[config.mk]
export PLATFORM = sky130hd
export DESIGN_NAME = fetch_unit
export DESIGN_NICKNAME = d
export VERILOG_FILES = /design/src/rtl/fetch_pkg.sv /design/src/rtl/jump_lut.sv /design/src/rtl/fetch_unit.sv
export SDC_FILE = /design/constraint.sdc
export NUM_CORES = 1
export LEC_CHECK = 0
export ABC_CLOCK_PERIOD_IN_PS = 1800
export BUFFER_PORTS_ARGS = -buffer_cell sky130_fd_sc_hd__buf_2
export CAP_MARGIN = 20
export CELL_PAD_IN_SITES_DETAIL_PLACEMENT = 1
export CELL_PAD_IN_SITES_GLOBAL_PLACEMENT = 1
export CORE_AREA = 2 2 44 46
export CTS_CLUSTER_SIZE = 14
export DETAILED_ROUTE_END_ITERATION = 16
export DIE_AREA = 0 0 46 48
export PLACE_DENSITY_LB_ADDON = 0.1
export SLEW_MARGIN = 20
export SYNTH_ARGS = -nofsm -noshare
export SYNTH_HDL_FRONTEND = slang
export SYNTH_SLANG_ARGS = --single-unit
[constraint.sdc]
create_clock -name CLK -period 1.8 [get_ports CLK]
set_input_delay 0.09 -clock CLK [delete_from_list [all_inputs] [get_ports CLK]]
set_output_delay 0.09 -clock CLK [all_outputs]
set_load 0.02 [all_outputs]
[src/rtl/fetch_pkg.sv]
`default_nettype none
// ============================================================================
// Module   : fetch_pkg
// Purpose  : Shared types and constants for the instruction-fetch stage.
//            - fetch_state_t : FSM state encoding (IDLE / RUN / HALTED)
//            - FETCH_A / FETCH_OFFW / FETCH_L : default widths
//            - JUMP_LUT : absolute jump-target table, entry i = 2*i mod 2**A
// Revision : 1.0  initial release
// ============================================================================
package fetch_pkg;

  localparam int FETCH_A    = 4;  // instruction address width
  localparam int FETCH_OFFW = 4;  // signed branch offset width
  localparam int FETCH_L    = 3;  // jump-LUT index width

  typedef enum logic [1:0] {
    IDLE   = 2'd0,
    RUN    = 2'd1,
    HALTED = 2'd2
  } fetch_state_t;

  localparam logic [FETCH_A-1:0] JUMP_LUT [2**FETCH_L] = '{
    4'd0, 4'd2, 4'd4, 4'd6, 4'd8, 4'd10, 4'd12, 4'd14
  };

endpackage : fetch_pkg
`default_nettype wire

[src/rtl/jump_lut.sv]
`default_nettype none
// ============================================================================
// Module   : jump_lut
// Purpose  : Combinational lookup of an absolute jump target.
// Ports    : JumpIdx (in, L bits)  - table index from decode
//            Target  (out, A bits) - jump destination address
// Revision : 1.0  initial release
// ============================================================================
module jump_lut
  import fetch_pkg::*;
#(
  parameter int A = FETCH_A,
  parameter int L = FETCH_L
) (
  input  logic [L-1:0] JumpIdx,
  output logic [A-1:0] Target
);

  logic [FETCH_A-1:0] entry_w;

  // The table lives in the package at its native widths; resize at the edge.
  assign entry_w = JUMP_LUT[FETCH_L'(JumpIdx)];
  assign Target  = A'(entry_w);

endmodule : jump_lut
`default_nettype wire

[src/rtl/fetch_unit.sv]
`default_nettype none
// ============================================================================
// Module   : fetch_unit
// Purpose  : Program counter / instruction-fetch stage. Sequences through the
//            program after Start, applies relative branches and LUT jumps,
//            honours Stall, stops on Halt and pulses Done.
// Ports    : CLK, Reset (sync, active-high)
//            Start, StartAddr           - begin/restart execution
//            Halt, Stall                - decode control
//            BranchEn, BranchOffset     - relative branch (signed offset)
//            JumpEn, JumpIdx            - absolute jump via LUT
//            InstAddress                - registered PC to the ROM
//            Running, Done, Wrapped     - registered status
// Revision : 1.0  initial release
// ============================================================================
module fetch_unit
  import fetch_pkg::*;
#(
  parameter int A    = FETCH_A,
  parameter int OFFW = FETCH_OFFW,
  parameter int L    = FETCH_L
) (
  input  logic            CLK,
  input  logic            Reset,
  input  logic            Start,
  input  logic [A-1:0]    StartAddr,
  input  logic            Halt,
  input  logic            Stall,
  input  logic            BranchEn,
  input  logic [OFFW-1:0] BranchOffset,
  input  logic            JumpEn,
  input  logic [L-1:0]    JumpIdx,
  output logic [A-1:0]    InstAddress,
  output logic            Running,
  output logic            Done,
  output logic            Wrapped
);

  fetch_state_t state_q;
  logic [A-1:0] pc_q;
  logic [A-1:0] pc_d;
  logic         wrap_d;
  logic         running_q;
  logic         done_q;
  logic         wrapped_q;
  logic [A-1:0] jump_target_w;
  logic [A-1:0] branch_off_w;

  jump_lut #(
    .A (A),
    .L (L)
  ) u_jump_lut (
    .JumpIdx (JumpIdx),
    .Target  (jump_target_w)
  );

  // Sign-extend the offset to address width; the add then wraps mod 2**A.
  assign branch_off_w = A'($signed(BranchOffset));

  // Next PC while in RUN and not halting. Only the plain increment can
  // raise the wrap flag; branches that cross zero do not.
  always_comb begin
    pc_d   = pc_q;
    wrap_d = 1'b0;
    if (Stall) begin
      pc_d = pc_q;
    end else if (JumpEn) begin
      pc_d = jump_target_w;
    end else if (BranchEn) begin
      pc_d = pc_q + branch_off_w;
    end else begin
      pc_d   = pc_q + 1'b1;
      wrap_d = (pc_q == {A{1'b1}});
    end
  end

  always_ff @(posedge CLK) begin
    if (Reset) begin
      state_q   <= IDLE;
      pc_q      <= '0;
      running_q <= 1'b0;
      done_q    <= 1'b0;
      wrapped_q <= 1'b0;
    end else begin
      done_q <= 1'b0;  // Done is a single-cycle pulse
      if (Start) begin
        // Start beats everything, including a Halt in the same cycle.
        state_q   <= RUN;
        pc_q      <= StartAddr;
        running_q <= 1'b1;
        wrapped_q <= 1'b0;
      end else begin
        case (state_q)
          RUN: begin
            if (Halt) begin
              state_q   <= HALTED;
              running_q <= 1'b0;
              done_q    <= 1'b1;
            end else begin
              pc_q <= pc_d;
              if (wrap_d) begin
                wrapped_q <= 1'b1;
              end
            end
          end
          default: begin
            // IDLE / HALTED: hold everything until Start.
          end
        endcase
      end
    end
  end

  assign InstAddress = pc_q;
  assign Running     = running_q;
  assign Done        = done_q;
  assign Wrapped     = wrapped_q;

endmodule : fetch_unit
`default_nettype wire

=== After elaboration in Yosys (flattened, before gate mapping) ===
Memory sizes are Yosys's and may differ from the RTL's.
Cells that the tools add are included.

* Logic and storage cells: 43
* Flip-flop bits (word level): 9
* Bits in read-only memories: 32
* Memories kept: 1
* Output and inout bits: 7
* Bits of input ports: 18

{| class="wikitable"
|+ Memory list
! memory !! depth !! width !! read ports !! clocked after memory_dff !! wr ports !! line !! RTL
|-
| (no name shown) || 8 || 4 || 1 || 0 || 0 || jump_lut.sv:22 || <nowiki>assign entry_w = JUMP_LUT[FETCH_L'(JumpIdx)];</nowiki>
|}

* Bitwise operators: 3
* Reductions and logical operators: 8
* Add/subtract/negate cells: 2
* Order comparisons: 1
* Mux-type cells: 18
* Equality and inequality tests: 4

{| class="wikitable"
|+ Operators with widths
! operator !! count
|-
| 4-bit 2-to-1 mux || 8
|-
| 1-bit 2-to-1 mux || 10
|-
| 3-bit AND reduction || 2
|-
| 4-bit by 1-bit adder with 4-bit output (second input constant) || 1
|-
| 4-bit adder || 1
|-
| 4-bit == test (second input constant) || 1
|-
| 4-bit >= comparator (second input constant) || 1
|-
| 2-bit != test (second input constant) || 2
|-
| 3-bit NOT with 4-bit output || 1
|-
| 2-bit AND reduction || 2
|-
| 2-bit nonzero test || 2
|-
| 3-bit OR reduction || 1
|-
| 2-bit by 1-bit == test with 1-bit output (second input constant) || 1
|-
| 1-bit NOT || 2
|-
| 2-bit OR reduction || 1
|}

=== Logic depth before layout (Yosys ltp) ===
Gate-level depths: netlist of run 1.

* Depth after elaboration: 9
* Depth in mapped cells: 8

=== Hierarchy ===
Synthesis of run 1 repeated with hierarchy kept, for this count alone.

* Cells, all modules: 63
* Area total of the unflattened synthesis: 544.3 um2

{| class="wikitable"
|+ By module, submodules not included
! module !! sequential area each (um2) !! times used !! cells each !! area an instance (um2)
|-
| fetch_unit || 160.2 || 1 || 58 || 510.5
|-
| jump_lut || 0.0 || 1 || 5 || 33.8
|}

=== Least setup slack after synthesis of run 1 ===
Ideal clock, no wire load.

* Path kind: flip-flop to flip-flop
* From: register pc_q[0] (netlist: InstAddress[0])
* To: register pc_q[2] (netlist: InstAddress[2])
* Required time: 1,730 ps
* Clock period less this slack: 1,679 ps
* Cell stages (with the launch flop): 8
* Slack: 121 ps
* Setup time: 70 ps
* Buffers on the path: 0
* Data arrival time: 1,610 ps
* Cells stage by stage: dfxtp_1 ha_1 inv_1 fa_1 xor2_1 o211ai_1 o211ai_1 a21oi_1

* Cells in the longest elaborated chain, start to end: 7
* Elaborated cells on any way between the ends: 8
* Those cells by class: add/sub (2); mux (6)

{| class="wikitable"
|+ Ends and longest elaborated chain
! what !! line !! RTL
|-
| from (decl) || fetch_unit.sv:40 || <nowiki>logic [A-1:0] pc_q;</nowiki>
|-
| from (signal assigned) || fetch_unit.sv:89 || <nowiki>pc_q <= StartAddr;</nowiki>
|-
| from (signal assigned) || fetch_unit.sv:100 || <nowiki>pc_q <= pc_d;</nowiki>
|-
| 4-bit by 1-bit adder with 4-bit output / 4-bit adder (equally long branches) || fetch_unit.sv:72, fetch_unit.sv:70 ||
|-
| 4-bit 2-to-1 mux * || fetch_unit.sv:69 || <nowiki>end else if (BranchEn) begin</nowiki>
|-
| 4-bit 2-to-1 mux * || fetch_unit.sv:67 || <nowiki>end else if (JumpEn) begin</nowiki>
|-
| 4-bit 2-to-1 mux * || fetch_unit.sv:65 || <nowiki>if (Stall) begin</nowiki>
|-
| 4-bit 2-to-1 mux * || fetch_unit.sv:95 || <nowiki>if (Halt) begin</nowiki>
|-
| 4-bit 2-to-1 mux * || fetch_unit.sv:93 || <nowiki>case (state_q)</nowiki>
|-
| 4-bit 2-to-1 mux * || fetch_unit.sv:86 || <nowiki>if (Start) begin</nowiki>
|}

Every way passes the cells marked *; elsewhere a longest branch is shown, timed or not. The select of a mux whose other input is x is not followed.
A chain may end at the register's enable or synchronous reset.

=== Final worst setup path of run 1 ===
Same ends and word-level chain as after synthesis.

==> flow_summary.yaml, run 1 <==
sta:
  period_minus_slack_ns: 1.64
  tns_ns: 0
  max_freq_mhz: 608
  hold_viol_final: 0
  post-route-period-util_pct: 91.3
  worst_pin_slew_ns: 0.524
  maxSlewHeadroom_pct: 64.9
  setup_ws_ns: 0.156
  timing.hold.ws_ns: 0.0687
  slew_viol_final: 0
  grt_setup_unrepaired: "no"
  setup_viol: 0
  fin_skew_ns: 0.000784
global_route:
  antenna_found_initial: 0
  grt_pass1_vias: 519
  grt-ovfl-total: 0
  grt.total_usage_pct: 14.3
  grt_max_degree: 11
  grt_pass1_wl_um: 2180
detailed_routing:
  ant_nets: 0
  drt_pass1_iterations: 4
  drt_first_iter_violations: 6
  remaining_drc_errors: 0
  drt-total-wl_um: 1300
  viasPerCell: 4.97
  routedWlPerCell_um: 12.8
  via_count: 502
worst_setup_path:
  cp-end-kind: "flip-flop"
  r2r_setup_slack_ns: 0.16
  worstPathCellList: "ha_1 > inv_1 > fa_1 > xor2_1 > o211ai_1 > o211ai_1 > a21oi_1"
  cp.required_ns: 1.99
  cpMaxStageDelayCell: "dfxtp_1"
  startpoint_type: "flip-flop"
  path_common_cell: "o211ai_1"
  cp_data_arrival_time_ns: 1.83
  rr_worst_depth: 7
  rr_startpoint: "InstAddress[0]"
  critical_path.max_fanout: 4
  max_stage_delay_ns: 0.38
  crit_type: "flip-flop to flip-flop"
  reg2reg_to: "InstAddress[2]"
clock_tree:
  cts_resized: 0
  ctsHoldBuffers: 0
  htreeDepth: 1
  ctsRootBufferMaster: "clkbuf_4"
  post_cts_buffers: 0
  clock_sink_count: 8
  clock_path_buffers: 2
  cts_buffers: 3
  clock_latency_ns: 0.25
  path_clk_slew_ns: 0.05
  cts_tree: "done"
logic_synthesis:
  synth_flop_cell: "dfxtp_1"
  synth-edff-count: 0
  netlist_area_um2: 498
  yosys.area.top_type: "dfxtp_1"
  async_reset_ff_share_pct: 0
  synth-seq-area-share_pct: 32.2
  synth-seq-cells: 8
  netlist_instances: 56
  syn-mean-instance-area_um2: 8.89
  synth_common_cells: "dfxtp_1, nand2_1, a21oi_1, inv_1, o211ai_1"
  yosys_warnings: 0
  ys_types: 26
  synth_top_area_share_pct: 32.2
  synth_fp_nets: 78
  synthTopCellsByArea: "dfxtp_1, ha_1, nand2_1"
layout:
  antennaDiodeCount: 0
  syn_to_final_growth_pct: 34.4
  nFillCells: 212
  regArea_um2: 160
  postLayoutCoreUtil_pct: 39.6
  drive_above_1_share_pct: 38.1
  nNetsFinal: 108
  final_area_um2: 669
  multi_input_area_um2: 323
power_and_ir_drop:
  power_frac_seq_pct: 44.7
  internal-power_mw: 0.310
  pwr-share-comb_pct: 23.2
  power_density_nw_per_um2: 648
  ir_drop_uv: 363
  netSwitchingFraction_pct: 28.6
  switchingPower_mw: 0.124
  power.leakage_nw: 0.328
  p_clk_share_pct: 32.1
die:
  die_h_um: 48
  num_rows: 15
  fp.dieW_um: 46
  die_area_um2: 2210
  core-area_um2: 1690
  start_util_pct: 29.5
  io_pins: 25
job:
  maxCapViolations: 0
worst_hold_path:
  min_to: "state_q[0]"
  min_path_cells: 2
  hold_path.class: "input pin to flip-flop"
  hp-start: "Reset"
place:
  place_hpwl_um: 1050
  place_ws_ns: 0.169
  place.gp.congestion: 0.701
  io_buffers: 24
  place_area_um2: 647
run_status:
  status: "complete, no violations"
[power groups by stage]
stage / clock, mW / combinational (mW) / sequential [mW]
after floorplan: 0 / 0.0463 / 0.207
after global placement: 0 / 0.101 / 0.197
after detailed placement: 0 / 0.102 / 0.198
after CTS: 0.149 / 0.103 / 0.194
after global routing: 0.157 / 0.114 / 0.196
final: 0.139 / 0.101 / 0.194
[worst max-delay path by stage]
stage	from	endpoint	depth (start not counted)
final	InstAddress[0]	InstAddress[2]	7
after global routing	InstAddress[0]	InstAddress[2]	7
after CTS	InstAddress[0]	InstAddress[2]	7
after detailed placement	InstAddress[0]	InstAddress[2]	7
after global placement	InstAddress[0]	InstAddress[2]	7
after floorplan	InstAddress[0]	InstAddress[2]	7
[cell type report]
| cell class | count | area share (%) |
|---|---|---|
| Inverter | 4 | 2.24 |
| Timing Repair Buffer | 25 | 19.1 |
| Multi-Input combinational cell | 44 | 48.2 |
| Clock buffer | 3 | 3.36 |
| Sequential cell | 8 | 23.9 |
| Tap cell | 17 | 3.18 |
[critical path: cells and delay by family (launching register included)]
kind	cells	cell delay (ns)
fa+ha+maj	2	0.56
compound gates	3	0.42
flops	1	0.38
xor+xnor	1	0.17
buf+inv	1	0.05
[cells in the final DEF (no fill, tap or decap)]
cell      Yosys  routed
buf_4         0       1
o21ai_1       1       1
fa_1          1       1
inv_1         4       4
or2_2         1       1
nand2b_1      3       3
nand3b_1      2       2
dfxtp_1       8       8
nand2_1       8       8
nor4b_4       1       1
xor2_1        2       2
and2_1        1       1
clkbuf_4      0       3
xnor2_1       1       1
a21oi_1       4       4
a21o_2        1       1
ha_1          3       3
buf_2         0      24
nor4b_1       1       1
nand4_1       1       1
a311oi_1      1       1
nor3b_1       1       1
nor2_1        2       2
and3_1        1       1
o21a_1        1       1
o211ai_1      4       4
a21o_1        1       1
and2b_2       1       1
a31oi_1       1       1
[layer usage]
| layer | GRT usage (%) | share of wire (%) |
|---|---|---|
| met1 | 18.7 | 46 |
| met2 | 22.8 | 48 |
| met3 | 4.53 | 5.0 |
| met4 | 3.43 | 0.54 |
| met5 | 0 | 0 |
[sequential cells by signal, indices dropped and copies added, names as in the netlist]
register and count:
Done 1, InstAddress 4, Wrapped 1, state_q 2
[per-stage QoR]
stage          std cells  power, mW
2_1_floorplan         56      0.253
3_3_place_gp          98      0.298
3_5_place_dp          98      0.300
4_1_cts              101      0.445
5_1_grt              101      0.467
6_report             101      0.434
[cell families after synthesis]
kind of cell	count (synthesis)	synth area share [%]
adder cells (fa/ha/maj)	4	11.6
AND/OR/NAND/NOR	23	29.1
XOR/XNOR	3	5.28
buffers and inverters	4	3.01
AO/OA/AOI/OAI	14	18.8
flip-flops	8	32.2
No activity file was read; power rests on OpenSTA's default activity.
==> run 2, diff against run 1 <==
--- a/config.mk
+++ b/config.mk
@@ -11,9 +11,11 @@
 export CELL_PAD_IN_SITES_DETAIL_PLACEMENT = 1
 export CELL_PAD_IN_SITES_GLOBAL_PLACEMENT = 1
 export CORE_AREA = 2 2 44 46
+export CTS_CLUSTER_DIAMETER = 60
 export CTS_CLUSTER_SIZE = 14
 export DETAILED_ROUTE_END_ITERATION = 16
 export DIE_AREA = 0 0 46 48
+export MAX_ROUTING_LAYER = met4
 export PLACE_DENSITY_LB_ADDON = 0.1
 export SLEW_MARGIN = 20
 export SYNTH_ARGS = -nofsm -noshare
==> constraint.sdc (replaced) <==
create_clock -name CLK -period 1.8 [get_ports CLK]
set_input_delay 0.36 -clock CLK [delete_from_list [all_inputs] [get_ports CLK]]
set_output_delay 0.36 -clock CLK [all_outputs]
set_load 0.02 [all_outputs]
==> run 2 against run 1 <==
Compared with the run above:
- power rose by 1.0%
- wire length rose by 2.5%
- cell area grew 3.4%
- sequential share of layout area shrank 0.78 points
- critical path depth unchanged
- via count increased by 2.6%
- utilization increased by 1.3 points
- largest cell class unchanged
- largest power group unchanged
- highest routed layer unchanged
==> flow_summary.yaml, run 2 (synthesized netlist as in run 1, its figures left out) <==
run_status:
  status: "complete, no violations"
die:
  start_util_pct: 29.5
  core-area_um2: 1690
  fp.dieW_um: 46
  die_area_um2: 2210
  die_h_um: 48
  io_pins: 25
  num_rows: 15
worst_hold_path:
  min_to: "InstAddress[1]"
  min_path_cells: 2
  hold_path.class: "input pin to flip-flop"
  hp-start: "Reset"
global_route:
  antenna_found_initial: 0
  grt-ovfl-total: 0
  grt.total_usage_pct: 13.5
  grt_pass1_vias: 495
  grt_max_degree: 11
  grt_pass1_wl_um: 2020
worst_setup_path:
  cpMaxStageDelayCell: "fa_1"
  crit_type: "flip-flop to flip-flop"
  cp_data_arrival_time_ns: 1.77
  rr_worst_depth: 7
  worstPathCellList: "ha_1 > inv_1 > fa_1 > xor2_1 > o211ai_1 > o211ai_1 > a21oi_1"
  critical_path.max_fanout: 2
  cp.required_ns: 1.99
  rr_startpoint: "InstAddress[0]"
  path_common_cell: "o211ai_1"
  reg2reg_to: "InstAddress[2]"
  cp-end-kind: "flip-flop"
  startpoint_type: "flip-flop"
  max_stage_delay_ns: 0.37
  r2r_setup_slack_ns: 0.22
clock_tree:
  clock_path_buffers: 2
  clock_latency_ns: 0.25
  cts_tree: "done"
  path_clk_slew_ns: 0.06
  post_cts_buffers: 0
  cts_resized: 0
  cts_buffers: 3
  ctsRootBufferMaster: "clkbuf_4"
  ctsHoldBuffers: 0
  clock_sink_count: 8
  htreeDepth: 1
layout:
  syn_to_final_growth_pct: 38.9
  nFillCells: 220
  final_cells: 104
  final_cell_mix: "buf_2, dfxtp_1, nand2_1"
  antennaDiodeCount: 0
  postLayoutCoreUtil_pct: 41.0
  largest_reg_flops: 4
  final_common_cell: "buf_2"
  nNetsFinal: 111
  drive_above_1_share_pct: 40.2
sta:
  setup_viol: 0
  timing.hold.ws_ns: 0.351
  grt_setup_unrepaired: "no"
  maxSlewHeadroom_pct: 78.0
  tns_ns: 0
  hold_viol_final: 0
  setup_ws_ns: 0.216
  slew_viol_final: 0
  post-route-period-util_pct: 88.0
  period_minus_slack_ns: 1.58
  fin_skew_ns: 0.000195
  worst_pin_slew_ns: 0.328
  max_freq_mhz: 631
place:
  place.gp.congestion: 0.701
  io_buffers: 24
  place_inst: 101
  place_hpwl_um: 1090
  place_ws_ns: 0.0142
power_and_ir_drop:
  p_clk_share_pct: 31.6
  power.leakage_nw: 0.343
  ir_drop_uv: 289
  power_density_nw_per_um2: 634
  internal-power_mw: 0.314
  power_frac_seq_pct: 44.1
  netSwitchingFraction_pct: 28.4
  pwr-share-comb_pct: 24.2
  switchingPower_mw: 0.125
detailed_routing:
  drt-total-wl_um: 1330
  routedWlPerCell_um: 12.8
  drt_first_iter_violations: 6
  viasPerCell: 4.95
  drt_pass1_iterations: 4
  ant_nets: 0
  via_count: 515
  remaining_drc_errors: 0
job:
  maxCapViolations: 0
==> run 2: cell count changes in the layout (fill, tap and decap cells not counted) <==
cell   before  now
buf_4       1    4
==> run 2: critical path: cells and delay by family, from the launching register on <==
kind                       cells  cell delay (ns)
adders and majority gates      2             0.54
xor gates and xnor gates       1             0.17
buffers and inverters          1             0.05
AOI/OAI and AO/OA              3             0.41
DFF                            1             0.35
==> run 2: power groups by stage <==
stage / logic [mW] / registers (mW) / clock network [mW]
6_report: 0.106 / 0.193 / 0.139
5_1_grt: 0.118 / 0.194 / 0.155
4_1_cts: 0.108 / 0.193 / 0.147
3_5_place_dp: 0.108 / 0.197 / 0
3_3_place_gp: 0.106 / 0.197 / 0
2_1_floorplan: 0.0463 / 0.207 / 0
==> run 2: layer usage <==
metal	part of all wire (%)	global-route usage (%)
met1	44	15.5
met5	0	-
met2	50	21.7
met3	5.0	4.53
met4	0.45	5.14
==> run 2: worst max-delay path by stage <==
stage | from | to | cells past startpoint
finish | InstAddress[0] | InstAddress[2] | 7
CTS | InstAddress[0] | InstAddress[2] | 7
global route | InstAddress[0] | InstAddress[2] | 7
floorplan | InstAddress[0] | InstAddress[2] | 7
detailed placement | BranchEn | InstAddress[2] | 9
global placement | BranchEn | InstAddress[2] | 9
==> run 2: through the flow <==
| step | power, mW | cell area, um^2 |
|---|---|---|
| after global routing | 0.467 | 692 |
| final | 0.438 | 692 |
| after floorplan | 0.253 | 498 |
| after global placement | 0.303 | 669 |
| after detailed placement | 0.305 | 669 |
| after CTS | 0.448 | 692 |
==> run 2: layout make-up <==
| type | instances | area [um^2] | area share (%) |
|---|---|---|---|
| Clock buffer | 3 | 22.5 | 3.25 |
| Inverter | 4 | 15.0 | 2.17 |
| Multi-Input combinational cell | 44 | 323 | 46.7 |
| Sequential cell | 8 | 160 | 23.1 |
| Tap cell | 17 | 21.3 | 3.07 |
| Timing Repair Buffer | 28 | 150 | 21.7 |
==> run 3, diff against run 2 <==
--- a/config.mk
+++ b/config.mk
@@ -17,6 +17,7 @@
 export DIE_AREA = 0 0 46 48
 export MAX_ROUTING_LAYER = met4
 export PLACE_DENSITY_LB_ADDON = 0.1
+export RECOVER_POWER = 100
 export SLEW_MARGIN = 20
 export SYNTH_ARGS = -nofsm -noshare
 export SYNTH_HDL_FRONTEND = slang
==> run 3 against run 2 <==
Compared with the run above:
- non-clock buffer count unchanged
- worst hold slack gained 0.0026 ns
- clock-buffer cell count is the same
- cell area down 4.0%
- clock skew rose by 0.00098 ns
- setup slack better by 0.0035 ns
- critical endpoint unchanged
- highest routed layer unchanged
==> flow_summary.yaml, run 3 (synthesized netlist as in run 1, its figures left out) <==
run_status:
  status: "complete, no violations"
clock_tree:
  ctsRootBufferMaster: "clkbuf_4"
  cts_resized: 0
  clock_latency_ns: 0.25
  htreeDepth: 1
  clock_sink_count: 8
  cts_tree: "done"
  post_cts_buffers: 0
  path_clk_slew_ns: 0.05
  clock_path_buffers: 2
  ctsHoldBuffers: 0
  cts_buffers: 3
sta:
  worst_pin_slew_ns: 0.390
  timing.hold.ws_ns: 0.354
  hold_viol_final: 0
  max_freq_mhz: 633
  maxSlewHeadroom_pct: 74.0
  grt_setup_unrepaired: "no"
  tns_ns: 0
  fin_skew_ns: 0.00118
  setup_ws_ns: 0.220
  post-route-period-util_pct: 87.8
  slew_viol_final: 0
  period_minus_slack_ns: 1.58
  setup_viol: 0
global_route:
  grt_max_degree: 11
  antenna_found_initial: 0
  grt_pass1_wl_um: 2020
  grt_pass1_vias: 495
  grt.total_usage_pct: 13.5
  grt-ovfl-total: 0
layout:
  final_cells: 104
  nNetsFinal: 111
  largest_reg_flops: 4
  antennaDiodeCount: 0
  drive_above_1_share_pct: 29.9
  postLayoutCoreUtil_pct: 39.3
  syn_to_final_growth_pct: 33.4
  final_area_um2: 664
  final_common_cell: "buf_2"
  final_cell_mix: "buf_2, dfxtp_1, nand2_1, clkbuf_1"
  nFillCells: 228
place:
  place.gp.congestion: 0.701
  place_inst: 101
  place_hpwl_um: 1090
  io_buffers: 24
  place_area_um2: 669
  place_ws_ns: 0.0142
die:
  die_h_um: 48
  start_util_pct: 29.5
  num_rows: 15
  die_area_um2: 2210
  fp.dieW_um: 46
  io_pins: 25
  core-area_um2: 1690
detailed_routing:
  viasPerCell: 4.99
  drt-total-wl_um: 1330
  remaining_drc_errors: 0
  routedWlPerCell_um: 12.8
  ant_nets: 0
  drt_first_iter_violations: 3
  via_count: 519
  drt_pass1_iterations: 4
worst_setup_path:
  critical_path.max_fanout: 2
  cp-end-kind: "flip-flop"
  max_stage_delay_ns: 0.37
  cpMaxStageDelayCell: "fa_1"
  reg2reg_to: "InstAddress[2]"
  rr_worst_depth: 7
  rr_startpoint: "InstAddress[0]"
  path_common_cell: "o211ai_1"
  endpoint: "InstAddress[2]"
  cp.required_ns: 1.98
  cp-startpoint: "InstAddress[0]"
  r2r_setup_slack_ns: 0.22
  crit_type: "flip-flop to flip-flop"
  cp_data_arrival_time_ns: 1.77
  worstPathCellList: "ha_1 > inv_1 > fa_1 > xor2_1 > o211ai_1 > o211ai_1 > a21oi_1"
  startpoint_type: "flip-flop"
power_and_ir_drop:
  power_density_nw_per_um2: 649
  finalPower_mw: 0.431
  ir_drop_uv: 277
  power.leakage_nw: 0.308
worst_hold_path:
  hold_path.class: "input pin to flip-flop"
job:
  maxCapViolations: 0
## run 3: cell types whose count changed in the layout (fill, tap and decap cells not counted), sizes merged
cell,previous run,this run
buf,28,20
clkbuf,3,11
## run 3: worst min-delay path by stage
stage | from | to | depth (start not counted) | slack [ns]
2_1_floorplan | Reset | InstAddress[1] | 1 | 0.43
3_3_place_gp | Wrapped | Wrapped | 1 | 0.45
3_5_place_dp | Wrapped | Wrapped | 1 | 0.45
4_1_cts | Reset | InstAddress[1] | 2 | 0.34
5_1_grt | Reset | InstAddress[1] | 2 | 0.34
6_report | Reset | InstAddress[1] | 2 | 0.35
## run 3: report_power, final
group	total, mW	switching, mW	internal (mW)	leakage [nW]
logic	0.101	0.0533	0.0472	0.228
registers	0.193	0.00710	0.186	0.0657
clock network	0.137	0.0611	0.0763	0.0138
total	0.431	0.121	0.309	0.308
## run 3: metal layers
layer  track usage, %  vias to the layer above  share of wire [%]
li1                 -                      261                  -
met1             15.5                      244                 44
met4             5.14                        0               0.45
met2             21.7                       12                 50
met5                -                        -                  0
met3             4.53                        2                4.9
## run 3: cell type report
type,count,area [um^2],share of cell area [%]
Timing Repair Buffer,28,138,20.7
Multi-Input combinational cell,44,308,46.3
Tap cell,17,21.3,3.20
Inverter,4,15.0,2.26
Clock buffer,3,22.5,3.39
Sequential cell,8,160,24.1
## run 3: worst max-delay path: cells and delay by family, from the launching register on
family          cells  cell delay [ns]
flops               1             0.34
xor+xnor            1             0.17
buf+inv             1             0.05
compound gates      3             0.40
fa+ha+maj           2             0.54
